`src/rtl/button_event_if.sv`:
```
// Debounced button level in, single-cycle game events out.
// master: decoder side; slave: consumer side that owns the button level.
interface button_event_if;
   logic pb_debounced;
   logic press_pulse;
   logic release_pulse;
   logic long_press;
   logic repeat_pulse;
   logic double_click;
   logic held;

   modport master (
      input  pb_debounced,
      output press_pulse,
      output release_pulse,
      output long_press,
      output repeat_pulse,
      output double_click,
      output held
   );

   modport slave (
      output pb_debounced,
      input  press_pulse,
      input  release_pulse,
      input  long_press,
      input  repeat_pulse,
      input  double_click,
      input  held
   );
endinterface

```
`src/rtl/button_event_decoder.sv`:
```
// Turns a debounced button level into press/release/long/repeat/double-click pulses.
// Ports: clk, rst_n (async active-low), bus (button_event_if.master).
module button_event_decoder #(
   parameter int unsigned LONG_CYCLES   = 50_000_000,
   parameter int unsigned REPEAT_CYCLES = 10_000_000,
   parameter int unsigned DCLICK_CYCLES = 25_000_000,
   parameter int unsigned CNT_WIDTH     = 27
) (
   input logic           clk,
   input logic           rst_n,
   button_event_if.master bus
);

   typedef enum logic [1:0] {
      IDLE,
      PRESSED,
      LONG
   } state_t;

   localparam logic [CNT_WIDTH-1:0] LONG_M1 =
      CNT_WIDTH'(LONG_CYCLES - 1);
   localparam logic [CNT_WIDTH-1:0] RPT_M1 =
      CNT_WIDTH'(REPEAT_CYCLES - 1);
   localparam logic [CNT_WIDTH-1:0] GAP_MAX =
      CNT_WIDTH'(DCLICK_CYCLES);
   localparam logic [CNT_WIDTH-1:0] ONE =
      CNT_WIDTH'(1);

   state_t state_q, state_d;

   logic [CNT_WIDTH-1:0] hold_q, hold_d;
   logic [CNT_WIDTH-1:0] rpt_q, rpt_d;
   logic [CNT_WIDTH-1:0] gap_q, gap_d;

   logic armed_q, armed_d;
   logic dc_q, dc_d;
   logic pb_prev_q;

   logic press_q, press_d;
   logic rel_q, rel_d;
   logic long_q, long_d;
   logic rep_q, rep_d;
   logic dclk_q, dclk_d;
   logic held_q, held_d;

   logic pb;
   logic rise;
   logic fall;

   assign pb   = bus.pb_debounced;
   assign rise = pb & ~pb_prev_q;
   assign fall = ~pb & pb_prev_q;

   always_ff @(posedge clk or negedge rst_n) begin
      if (!rst_n) begin
         state_q   <= IDLE;
         hold_q    <= '0;
         rpt_q     <= '0;
         gap_q     <= '0;
         armed_q   <= 1'b0;
         dc_q      <= 1'b0;
         pb_prev_q <= 1'b0;
         press_q   <= 1'b0;
         rel_q     <= 1'b0;
         long_q    <= 1'b0;
         rep_q     <= 1'b0;
         dclk_q    <= 1'b0;
         held_q    <= 1'b0;
      end else begin
         state_q   <= state_d;
         hold_q    <= hold_d;
         rpt_q     <= rpt_d;
         gap_q     <= gap_d;
         armed_q   <= armed_d;
         dc_q      <= dc_d;
         pb_prev_q <= pb;
         press_q   <= press_d;
         rel_q     <= rel_d;
         long_q    <= long_d;
         rep_q     <= rep_d;
         dclk_q    <= dclk_d;
         held_q    <= held_d;
      end
   end

   always_comb begin
      state_d = state_q;
      hold_d  = hold_q;
      rpt_d   = rpt_q;
      gap_d   = gap_q;
      armed_d = armed_q;
      dc_d    = dc_q;
      press_d = 1'b0;
      rel_d   = 1'b0;
      long_d  = 1'b0;
      rep_d   = 1'b0;
      dclk_d  = 1'b0;
      held_d  = held_q;

      // gap_q holds edges since the arming release; a press on
      // an edge where gap_q <= GAP_MAX still qualifies.
      if (armed_q) begin
         if (gap_q == GAP_MAX) begin
            armed_d = 1'b0;
         end else begin
            gap_d = gap_q + ONE;
         end
      end

      unique case (state_q)
         IDLE: begin
            if (rise) begin
               state_d = PRESSED;
               press_d = 1'b1;
               held_d  = 1'b1;
               hold_d  = '0;
               dclk_d  = armed_q;
               dc_d    = armed_q;
               armed_d = 1'b0;
            end
         end
         PRESSED: begin
            if (fall) begin
               state_d = IDLE;
               rel_d   = 1'b1;
               held_d  = 1'b0;
               dc_d    = 1'b0;
               if (!dc_q) begin
                  armed_d = 1'b1;
                  gap_d   = ONE;
               end
            end else if (hold_q == LONG_M1) begin
               // hold_q lags the edge count by one, so this
               // fires on the LONG_CYCLES-th edge after press.
               state_d = LONG;
               long_d  = 1'b1;
               rep_d   = 1'b1;
               rpt_d   = RPT_M1;
            end else begin
               hold_d = hold_q + ONE;
            end
         end
         LONG: begin
            if (fall) begin
               state_d = IDLE;
               rel_d   = 1'b1;
               held_d  = 1'b0;
               dc_d    = 1'b0;
               if (!dc_q) begin
                  armed_d = 1'b1;
                  gap_d   = ONE;
               end
            end else if (rpt_q == '0) begin
               rep_d = 1'b1;
               rpt_d = RPT_M1;
            end else begin
               rpt_d = rpt_q - ONE;
            end
         end
         default: begin
            state_d = IDLE;
         end
      endcase
   end

   assign bus.press_pulse   = press_q;
   assign bus.release_pulse = rel_q;
   assign bus.long_press    = long_q;
   assign bus.repeat_pulse  = rep_q;
   assign bus.double_click  = dclk_q;
   assign bus.held          = held_q;

endmodule
```
`src/flat_wrapper.sv`:
```
// flat-port wrapper written by rule: the top's interface ports become plain ports
module button_event_decoder_flat 
#(
   parameter int unsigned LONG_CYCLES   = 50_000_000,
   parameter int unsigned REPEAT_CYCLES = 10_000_000,
   parameter int unsigned DCLICK_CYCLES = 25_000_000,
   parameter int unsigned CNT_WIDTH     = 27
)
  (clk, rst_n, bus_pb_debounced, bus_press_pulse, bus_release_pulse, bus_long_press, bus_repeat_pulse, bus_double_click, bus_held);
  button_event_if bus_i ();
  input logic clk;
  input logic rst_n;
  input wire logic [$bits(bus_i.pb_debounced)-1:0] bus_pb_debounced;
  output wire logic [$bits(bus_i.press_pulse)-1:0] bus_press_pulse;
  output wire logic [$bits(bus_i.release_pulse)-1:0] bus_release_pulse;
  output wire logic [$bits(bus_i.long_press)-1:0] bus_long_press;
  output wire logic [$bits(bus_i.repeat_pulse)-1:0] bus_repeat_pulse;
  output wire logic [$bits(bus_i.double_click)-1:0] bus_double_click;
  output wire logic [$bits(bus_i.held)-1:0] bus_held;
  assign bus_i.pb_debounced = bus_pb_debounced;
  assign bus_press_pulse = bus_i.press_pulse;
  assign bus_release_pulse = bus_i.release_pulse;
  assign bus_long_press = bus_i.long_press;
  assign bus_repeat_pulse = bus_i.repeat_pulse;
  assign bus_double_click = bus_i.double_click;
  assign bus_held = bus_i.held;
  button_event_decoder #(.LONG_CYCLES(LONG_CYCLES), .REPEAT_CYCLES(REPEAT_CYCLES), .DCLICK_CYCLES(DCLICK_CYCLES), .CNT_WIDTH(CNT_WIDTH)) u_core (.clk(clk), .rst_n(rst_n), .bus(bus_i));
endmodule
```
`config.mk`:
```
export PLATFORM = sky130hd
export DESIGN_NAME = button_event_decoder_flat
export DESIGN_NICKNAME = d
export VERILOG_FILES = /design/src/rtl/button_event_if.sv /design/src/rtl/button_event_decoder.sv /design/src/flat_wrapper.sv
export SDC_FILE = /design/constraint.sdc
export NUM_CORES = 1
export LEC_CHECK = 0
export ABC_CLOCK_PERIOD_IN_PS = 2700
export CAP_MARGIN = 20
export CORE_MARGIN = 1
export CORE_UTILIZATION = 30
export DETAILED_ROUTE_END_ITERATION = 16
export PLACE_DENSITY = 0.57
export SLEW_MARGIN = 20
export SYNTH_ARGS = -nofsm -noshare
export SYNTH_HDL_FRONTEND = slang
export SYNTH_SLANG_ARGS = --single-unit
```
`constraint.sdc`:
```
create_clock -name clk -period 2.7 [get_ports clk]
set_input_delay 0.81 -clock clk [delete_from_list [all_inputs] [get_ports clk]]
set_output_delay 0.81 -clock clk [all_outputs]
set_load 0.05 [all_outputs]
```
---- Yosys cells after proc, flatten, opt, wreduce, memory -nomap -nowiden ----
Index checks and enable logic that the tools add are counted.
cells by class
  add/sub/neg operators ................... 3
  eq/ne operators ......................... 12
  mux-type cells .......................... 42
  bitwise logic cells ..................... 4
  reduce and logical (&&, ||, !) cells .... 10
operators with widths
  cell                                                                     number
  27-bit 2-to-1 mux                                                        12
  27-bit case mux with 2 select lines                                      2
  27-bit by 1-bit adder with 27-bit output, second input constant          2
  27-bit by 25-bit equality test with 1-bit output, second input constant  1
  27-bit by 26-bit equality test with 1-bit output, second input constant  1
  27-bit logical NOT                                                       1
  27-bit by 1-bit subtractor with 27-bit output, second input constant     1
  1-bit 2-to-1 mux                                                         19
  2-bit 2-to-1 mux                                                         4
  2-bit by 1-bit inequality test with 1-bit output, second input constant  4
  1-bit case mux with 2 select lines                                       4
  4-bit AND reduction                                                      2
  2-bit inequality test, second input constant                             3
  2-bit case mux with 3 select lines                                       1
  3-bit AND reduction                                                      2
  2-bit nonzero test                                                       3
  3-bit by 1-bit inequality test with 1-bit output, second input constant  1
  1-bit AND                                                                2
  2-bit by 1-bit equality test with 1-bit output, second input constant    1
  2-bit equality test, second input constant                               1
  2-bit logical NOT                                                        1
  1-bit inverter                                                           2
  2-bit OR reduction                                                       1
storage, ports and cells
  flip-flop bits (word level) ............. 92
  output and inout port bits .............. 6
  word-level logic and storage cells ...... 84

---- Longest topological paths before layout ----
  depth after elaboration ................. 6
  depth in mapped cells ................... 9
  gate-level depth less buffers ........... 7

---- Worst setup path before layout ----
Ideal clock, no wire load.
  path type ............................... register to register
  from .................................... register u_core.rpt_q[11]
  to ...................................... register u_core.rpt_q[25]
  library setup time ...................... 121 ps
  arrival ................................. 2513 ps
  data required time ...................... 2579 ps
  path slack .............................. 66 ps
  cell stages (with the launch flop) ...... 9
  path buffers ............................ 3
  period minus slack after synthesis ...... 2634 ps
  cell sequence ........................... dfrtp_1 > or4_1 > buf_2 > or4_1 > buf_2 > o31ai_4 > buf_4 > o211ai_1 > a22o_1
on the way
  longest elaborated chain between the ends .. 4
  elaborated cells on any way between the ends .. 5
ends and longest elaborated chain
  what                                                                                 line                                                      source
  start: declaration                                                                   button_event_decoder.sv:32                                logic [CNT_WIDTH-1:0] rpt_q, rpt_d;
  start signal: assignment                                                             button_event_decoder.sv:72                                rpt_q <= rpt_d;
  27-bit by 1-bit subtractor with 27-bit output or 27-bit logical NOT (tied branches)  button_event_decoder.sv:157, button_event_decoder.sv:153
  27-bit 2-to-1 mux *                                                                  button_event_decoder.sv:153                               end else if (rpt_q == '0) begin
  27-bit 2-to-1 mux *                                                                  button_event_decoder.sv:144                               if (fall) begin
  27-bit case mux with 2 select lines *                                                button_event_decoder.sv:110                               unique case (state_q)
Mark *: on every way between the ends. The rest lies on a longest branch, timed or not. The select of a mux whose other input is x is not followed.
A chain may end at the register's enable or synchronous reset.

---- Final worst setup path ----
  from .................................... register u_core.rpt_q[13]
  to ...................................... register u_core.rpt_q[23]
Same word-level chain as after synthesis.

==> metrics <==
dpl cell area 0.00573 mm^2; LEAKAGE 2.49 nW; Worst-Skew Late Latency 0.35 ns; vias in the first global route 4160; Clock Skew 0.00848 ns; antenna cells 0; Hold/Removal Path Class in2async; Post-synth EDFFs 0; Die Wd 133 um; total number of vias 4368; combinational power share 25.6%; Final Setup Violations 0; Post-Route WL 12.0 mm; post-route insts no fill 816; Setup Crit Path Kind reg2reg; Clock Power Share 32.6%; site row count 47; layout cells sized above 1 10.7%; CTS tree built; fin crit period 2.59 ns; initial DRC count 312; top post-synthesis cells by area dfrtp_1 45%, o211ai_1 4.4%, nor2_1 4.3%; largest net degree at the start of global routing 43; commonest non-fill, non-tap cell in the layout dfrtp_1; residual DRC count 0; CP max FO 14; first drt pass iteration count 4; relative max-transition margin 56.6%; NetSw 1.46 mW; nets 603; Layout Cell Area excl Fill 0.00608 mm^2; Post-synth ARST share 100%; Syn Area/Cell 9.17 um^2; status complete, no violations; FF+latch count, synth 92; GRT Total Usage 14.6%; multi-input logic area 0.00265 mm^2; Yosys top cell by area dfrtp_1; FF+latch area 0.00230 mm^2; layout overhead on the synthesized area 17.9%; Fmax 385 MHz; most frequent cell on the critical path or4_1; wire length of the first global-routing pass 20.8 mm; root buffer cell clkbuf_16; Crit path largest cell delay 0.53 ns; CTS sink count 92; grt ovf 0; most frequent cells in the layout 92 x dfrtp_1, 59 x nor2_1, 54 x nand2_1; Routed wire per std cell 14.7 um; Worst setup SP type flop; Fin. Hold Viols 0; CTS buffer count 9; largest family of logic cells by synthesized area simple AND/OR/NAND/NOR gates; slowest CP cell or4_1; xor/xnor share of the synthesized area 4.76%; DP HPWL 8.34 mm; PD cells 701 mW/mm^2; Core Box Area 0.0167 mm^2; Die Y 133 um; launching point of the worst reg2reg path u_core.rpt_q[13]$_DFFE_PN0P_; Slew @ Worst Pin 0.644 ns; Die ar. 0.0177 mm^2; Yosys warning count 0; Cell Int Power 2.80 mW; multiplexer area fraction after synthesis 1.55%; Seq/Total Area, Yosys 44.7%; hold slack 0.460 ns; initial antenna violation count 0; synth unique cells 55; clk buf depth 2; Post-Syn Instances 562; Synth Net Count 574; Final period util 96.1%; Worst VDD drop 0.000396 V; vias per cell 5.35; # placed instances 799; Worst R2R Setup Slack 0.11 ns; Clk pin slew, worst setup/hold paths 0.07 ns; worst r2r path cells 6; Max Cap Viol 0; Synth Area in Compound Gates 15.4%; Seq pwr share 41.8%; post-synthesis simple-gate area fraction 27.5%; Synth top area share 44.7%; FILL cells 1687; Starting Density 30.9%; adder-cell area share of the yosys netlist 2.19%; Crit. End Element flop; Final Slew Violations 0; Main synth FF type dfrtp_1; Ports 9; Required @ worst endpoint 2.99 ns; number of I/O port buffers 8; mapped cell area 0.00515 mm^2; H-tree depth 3; worst path arrival time 2.88 ns; sw frac 34.2%; RePlAce Congestion 0.831; crit-path cells or4_1 -> or4_1 -> buf_6 -> or4_4 -> a2111oi_2 -> nand2b_1; RR Endpoint u_core.rpt_q[23]$_DFFE_PN0P_; post-route ant nets 0
-- repair_timing --
item                                    in CTS  in global routing
endpoints found under the hold margin        0                  0
endpoints found under the setup margin       0                 18
gates resized for setup                      0                  3
hold buffers                                 0                  0
buffers inserted                             0                  1
-- layout make-up --
class / count / share of cell area, %
Clock inverter: 7 / 1.63
Timing Repair Buffer: 49 / 7.29
Sequential cell: 92 / 37.9
Multi-Input combinational cell: 418 / 43.7
Clock buffer: 9 / 3.71
Inverter: 21 / 1.30
Tap cell: 220 / 4.53
-- cells in the mapped netlist (2+ instances only) --
library cell  instances
mux2i_1               8
o211a_1               2
nor4bb_1              2
buf_1                 2
inv_1                21
o41ai_1               4
o21ai_0               9
or3_1                 9
a2bb2oi_1             6
o311ai_0              2
nand3b_1              2
nor2b_1               3
a41o_1                2
a31oi_1               2
nand2b_1              7
a21oi_1               5
nor3_1               23
o21ai_1               3
ha_1                  9
xor2_1               22
nand4_1              20
buf_2                 4
a22o_1                8
clkbuf_1             24
xnor2_1               6
nand3_1              27
nand2_1              54
and4_1                6
a211oi_1              2
o31ai_1               2
a41oi_1               2
and2_1                2
dfrtp_1              92
nor4b_1               4
o31a_1                4
or4_1                19
nor4_1               24
o211ai_1             30
a21o_1                3
o22a_1                3
and3_1                7
nor2_1               59
o21a_1                5
-- how the worst max path moves through the flow --
stage / slack (ns) / startpoint / end / cells past startpoint
after global placement: 0.06 / bus_pb_debounced / u_core.rpt_q[25]$_DFFE_PN0P_ / 6
final: 0.11 / u_core.rpt_q[13]$_DFFE_PN0P_ / u_core.rpt_q[23]$_DFFE_PN0P_ / 6
after detailed placement: 0.06 / u_core.rpt_q[10]$_DFFE_PN0P_ / u_core.rpt_q[25]$_DFFE_PN0P_ / 6
after global routing: -0.001 / u_core.rpt_q[13]$_DFFE_PN0P_ / u_core.rpt_q[23]$_DFFE_PN0P_ / 6
after floorplan: 0.07 / u_core.rpt_q[11]$_DFFE_PN0P_ / u_core.rpt_q[25]$_DFFE_PN0P_ / 8
after CTS: 0.04 / u_core.rpt_q[10]$_DFFE_PN0P_ / u_core.rpt_q[25]$_DFFE_PN0P_ / 6
-- cells by family (layout without fill, tap and decap cells) --
kind of cell             Yosys count  count (layout)
buffers and inverters             52              86
AO/OA/AOI/OAI                    102             102
adder cells (fa/ha/maj)            9               9
XOR/XNOR                          28              28
AND/OR/NAND/NOR                  271             271
multiplexers                       8               8
flip-flops                        92              92
-- power groups by stage --
stage / sequential [mW] / combinational, mW / clock, mW
6_report: 1.78 / 1.09 / 1.39
4_1_cts: 1.78 / 1.10 / 1.43
5_1_grt: 1.81 / 1.23 / 1.49
2_1_floorplan: 1.80 / 0.704 / 0
3_3_place_gp: 1.79 / 1.07 / 0
3_5_place_dp: 1.80 / 1.09 / 0
-- flip-flops by register name, indices dropped and copies added (netlist names) --
name / flops
u_core.hold_q: 27
u_core.bus.repeat_pulse: 1
u_core.bus.long_press: 1
u_core.bus.held: 1
u_core.state_q: 2
u_core.bus.press_pulse: 1
u_core.bus.release_pulse: 1
u_core.bus.double_click: 1
u_core.pb_prev_q: 1
u_core.gap_q: 27
u_core.rpt_q: 27
u_core.armed_q: 1
u_core.dc_q: 1
-- per-layer routing --
metal  routed length [um]  track usage (%)  up-vias
li1                     -                -     2154
met1                 5760             19.5     2131
met2                 5690             23.6       68
met3                  376             2.57       15
met4                  183             5.30        0
met5                    0                0        -
-- worst max-delay path: cells and delay by family (launching register included) --
family                 cells  cell delay [ns]
AND/OR/NAND/NOR            4             1.59
buffers and inverters      1             0.17
flip-flops                 1             0.40
AO/OA/AOI/OAI              1             0.36
-- per-stage QoR --
stage,utilization [%],total power [mW],TNS (ns),setup WS [ns]
6_report,36.4,4.26,0,0.106
5_1_grt,36.4,4.52,-0.00103,-0.00103
4_1_cts,36.3,4.30,0,0.0394
3_5_place_dp,34.3,2.90,0,0.0590
3_3_place_gp,34.3,2.86,0,0.0570
2_1_floorplan,-,2.50,0,0.0657
Power figures use the tool's default switching activity.
==> variant (same settings) <==
`hold_q` no longer has a reset.
--- a/src/rtl/button_event_decoder.sv
+++ b/src/rtl/button_event_decoder.sv
@@ -54,7 +54,6 @@
    always_ff @(posedge clk or negedge rst_n) begin
       if (!rst_n) begin
          state_q   <= IDLE;
-         hold_q    <= '0;
          rpt_q     <= '0;
          gap_q     <= '0;
          armed_q   <= 1'b0;
@@ -68,7 +67,6 @@
          held_q    <= 1'b0;
       end else begin
          state_q   <= state_d;
-         hold_q    <= hold_d;
          rpt_q     <= rpt_d;
          gap_q     <= gap_d;
          armed_q   <= armed_d;
@@ -81,6 +79,10 @@
          dclk_q    <= dclk_d;
          held_q    <= held_d;
       end
+   end
+
+   always_ff @(posedge clk) begin
+      hold_q <= hold_d;
    end
 
    always_comb begin
Check against the original RTL: same outputs for any inputs over 10 cycles, from zero or initial values and one cycle with rst_n low; that may be too few to reach the edited logic, so the function may still have changed.
==> variant against the original RTL <==
  * Wire length shrank 4.2%
  * Combinational power grew 21%
  * Power grew 16%
  * Synthesized cell count shrank 7.1%
  * Design area shrank 1.3%
  * Count of clock-buffer cells in the layout grew 2
  * Synthesized area shrank 0.22%
  * Setup slack gained 0.018 ns
  * Sequential cell count is the same
==> variant: results (changes against the original RTL) <==
* Result of the run: finished clean
* Routed Wire Length at 11.5 mm (-4.2%)
* Combinational group power at 1.32 mW (+21%)
* Count of non-CTS buffers in the layout at 39 (-20%)
* Slew headroom at 49.6% (-7.1 points)
* Worst setup slack before clock tree synthesis at 0.0229 ns (-0.0360 ns)
* Cell types with the largest area share after synthesis: dfrtp_1 (32%), edfxtp_1 (16%), xnor2_1 (5.1%)
* Register-to-register setup slack at 0.12 ns (+0.02 ns)
* Final layout net count at 562 (-6.8%)
* Violation count after the first detailed-routing iteration at 227 (-27%)
* Post-synthesis area per instance at 9.85 um^2 (+7.4%)
* Reported leakage power at 2.34 nW (-6.1%)
* Final hold slack at 0.497 ns (+0.0365 ns)
* Capture point of the critical path: u_core.rpt_q[21]
* Wire length of the first global-routing pass at 19.8 mm (-4.8%)
* Most numerous cell types in the synthesized netlist: dfrtp_1 (65), nor2_1 (42), and2_1 (35), nand2_1 (35), xnor2_1 (30)
* Highest fanout seen on the critical path at 9 (-5)
* Compound-gate portion of the synthesized area at 12.3% (-3.1 points)
* Placed standard-cell area at 5680 um^2 (-0.96%)
* Sequential cell area at 2440 um^2 (+5.9%)
* Global routing usage summed across all routing layers at 13.9% (-0.68 points)
* Count of inverters other than clock inverters in the layout at 19 (-9.5%)
* Final RePlAce weighted congestion at 0.838 (+0.95%)
* Clock buffers and inverters, area share at 5.34% (about the same)
* Pint at 3.35 mW (+19%)
* Synth Area in Adders at 2.19% (+0.0048 points)
* Fraction of layout instances using a drive strength above 1 at 10.8% (+0.073 points)
* Multi-input logic area at 2540 um^2 (-4.3%)
* Share of the yosys chip area belonging to registers at 47.4% (+2.7 points)
* Largest net degree at the start of global routing at 33 (-23%)
* WHS Path Cells at 1
* Layout clock buffer count at 11 (+2)
* Number of global-route vias before repair at 4060 (-2.4%)
* Number of nets in the synthesized netlist at 534 (-7.0%)
* Horizontal extent of the die at 133 um (-0.11%)
* Number of enable flip-flop cells after synthesis at 27 (+27)
* Peak ir drop on the vdd network at 0.553 mV (+39%)
* PnR Total Power at 4.96 mW (+16%)
* Setup Skew at 0.00890 ns (+0.000422 ns)
* Multi-input comb cells at 389 (-6.9%)
* Layout Cells excl Fill at 775 (-5.0%)
* Final core utilization at 36.1% (-0.33 points)
* Xor/xnor cell area share of the yosys netlist at 7.67% (+2.9 points)
* Number of vias per cell after detailed routing at 5.17 (-3.4%)
* Post-CTS resize count at 0 (unchanged)
* Detail Placement HPWL at 8.04 mm (-3.6%)
* Type of the worst setup path: flip-flop to flip-flop
* Cell count after placement at 759 (-5.0%)
* Cell variety after synth at 64 (+16%)
* Multiplexer fraction of the synthesized cell area at 0.608% (-0.95 points)
* Arrival @ worst endpoint at 2.85 ns (-0.03 ns)
* Start of the worst register-to-register path: u_core.hold_q[18]
* Worst Hold Class: flip-flop to flip-flop
* Proportion of power drawn by flip-flops and latches at 46.3% (+4.5 points)
* Share of synthesized registers carrying an async set or reset at 70.7% (-29 points)
* Relative area of non-clock buffer cells in the final design at 5.96% (-1.3 points)
* Achievable frequency at 388 MHz (+0.71%)
* FILL cells at 1662 (-1.5%)
-- variant: per-layer routing --
layer | up-vias | wire length, um | GRT usage (%)
li1 | 1972 | - | -
met1 | 1970 | 5470 | 17.5
met2 | 55 | 5540 | 23.4
met3 | 10 | 357 | 3.10
met4 | 0 | 136 | 4.85
met5 | - | 0 | 0
-- variant: worst min path at each step --
stage,from,to
CTS,u_core.rpt_q[7],u_core.rpt_q[7]
finish,u_core.rpt_q[7],u_core.rpt_q[7]
global placement,u_core.rpt_q[7],u_core.rpt_q[7]
floorplan,u_core.rpt_q[7],u_core.rpt_q[7]
detailed placement,u_core.rpt_q[7],u_core.rpt_q[7]
global route,u_core.rpt_q[7],u_core.rpt_q[7]
-- variant: worst max-delay path, cell delays in order (launching register included) --
cell	delay [ns]
edfxtp_1	0.38
or4b_1	0.53
or4_1	0.48
or3_1	0.47
buf_4	0.21
nand2_1	0.24
a32o_1	0.21
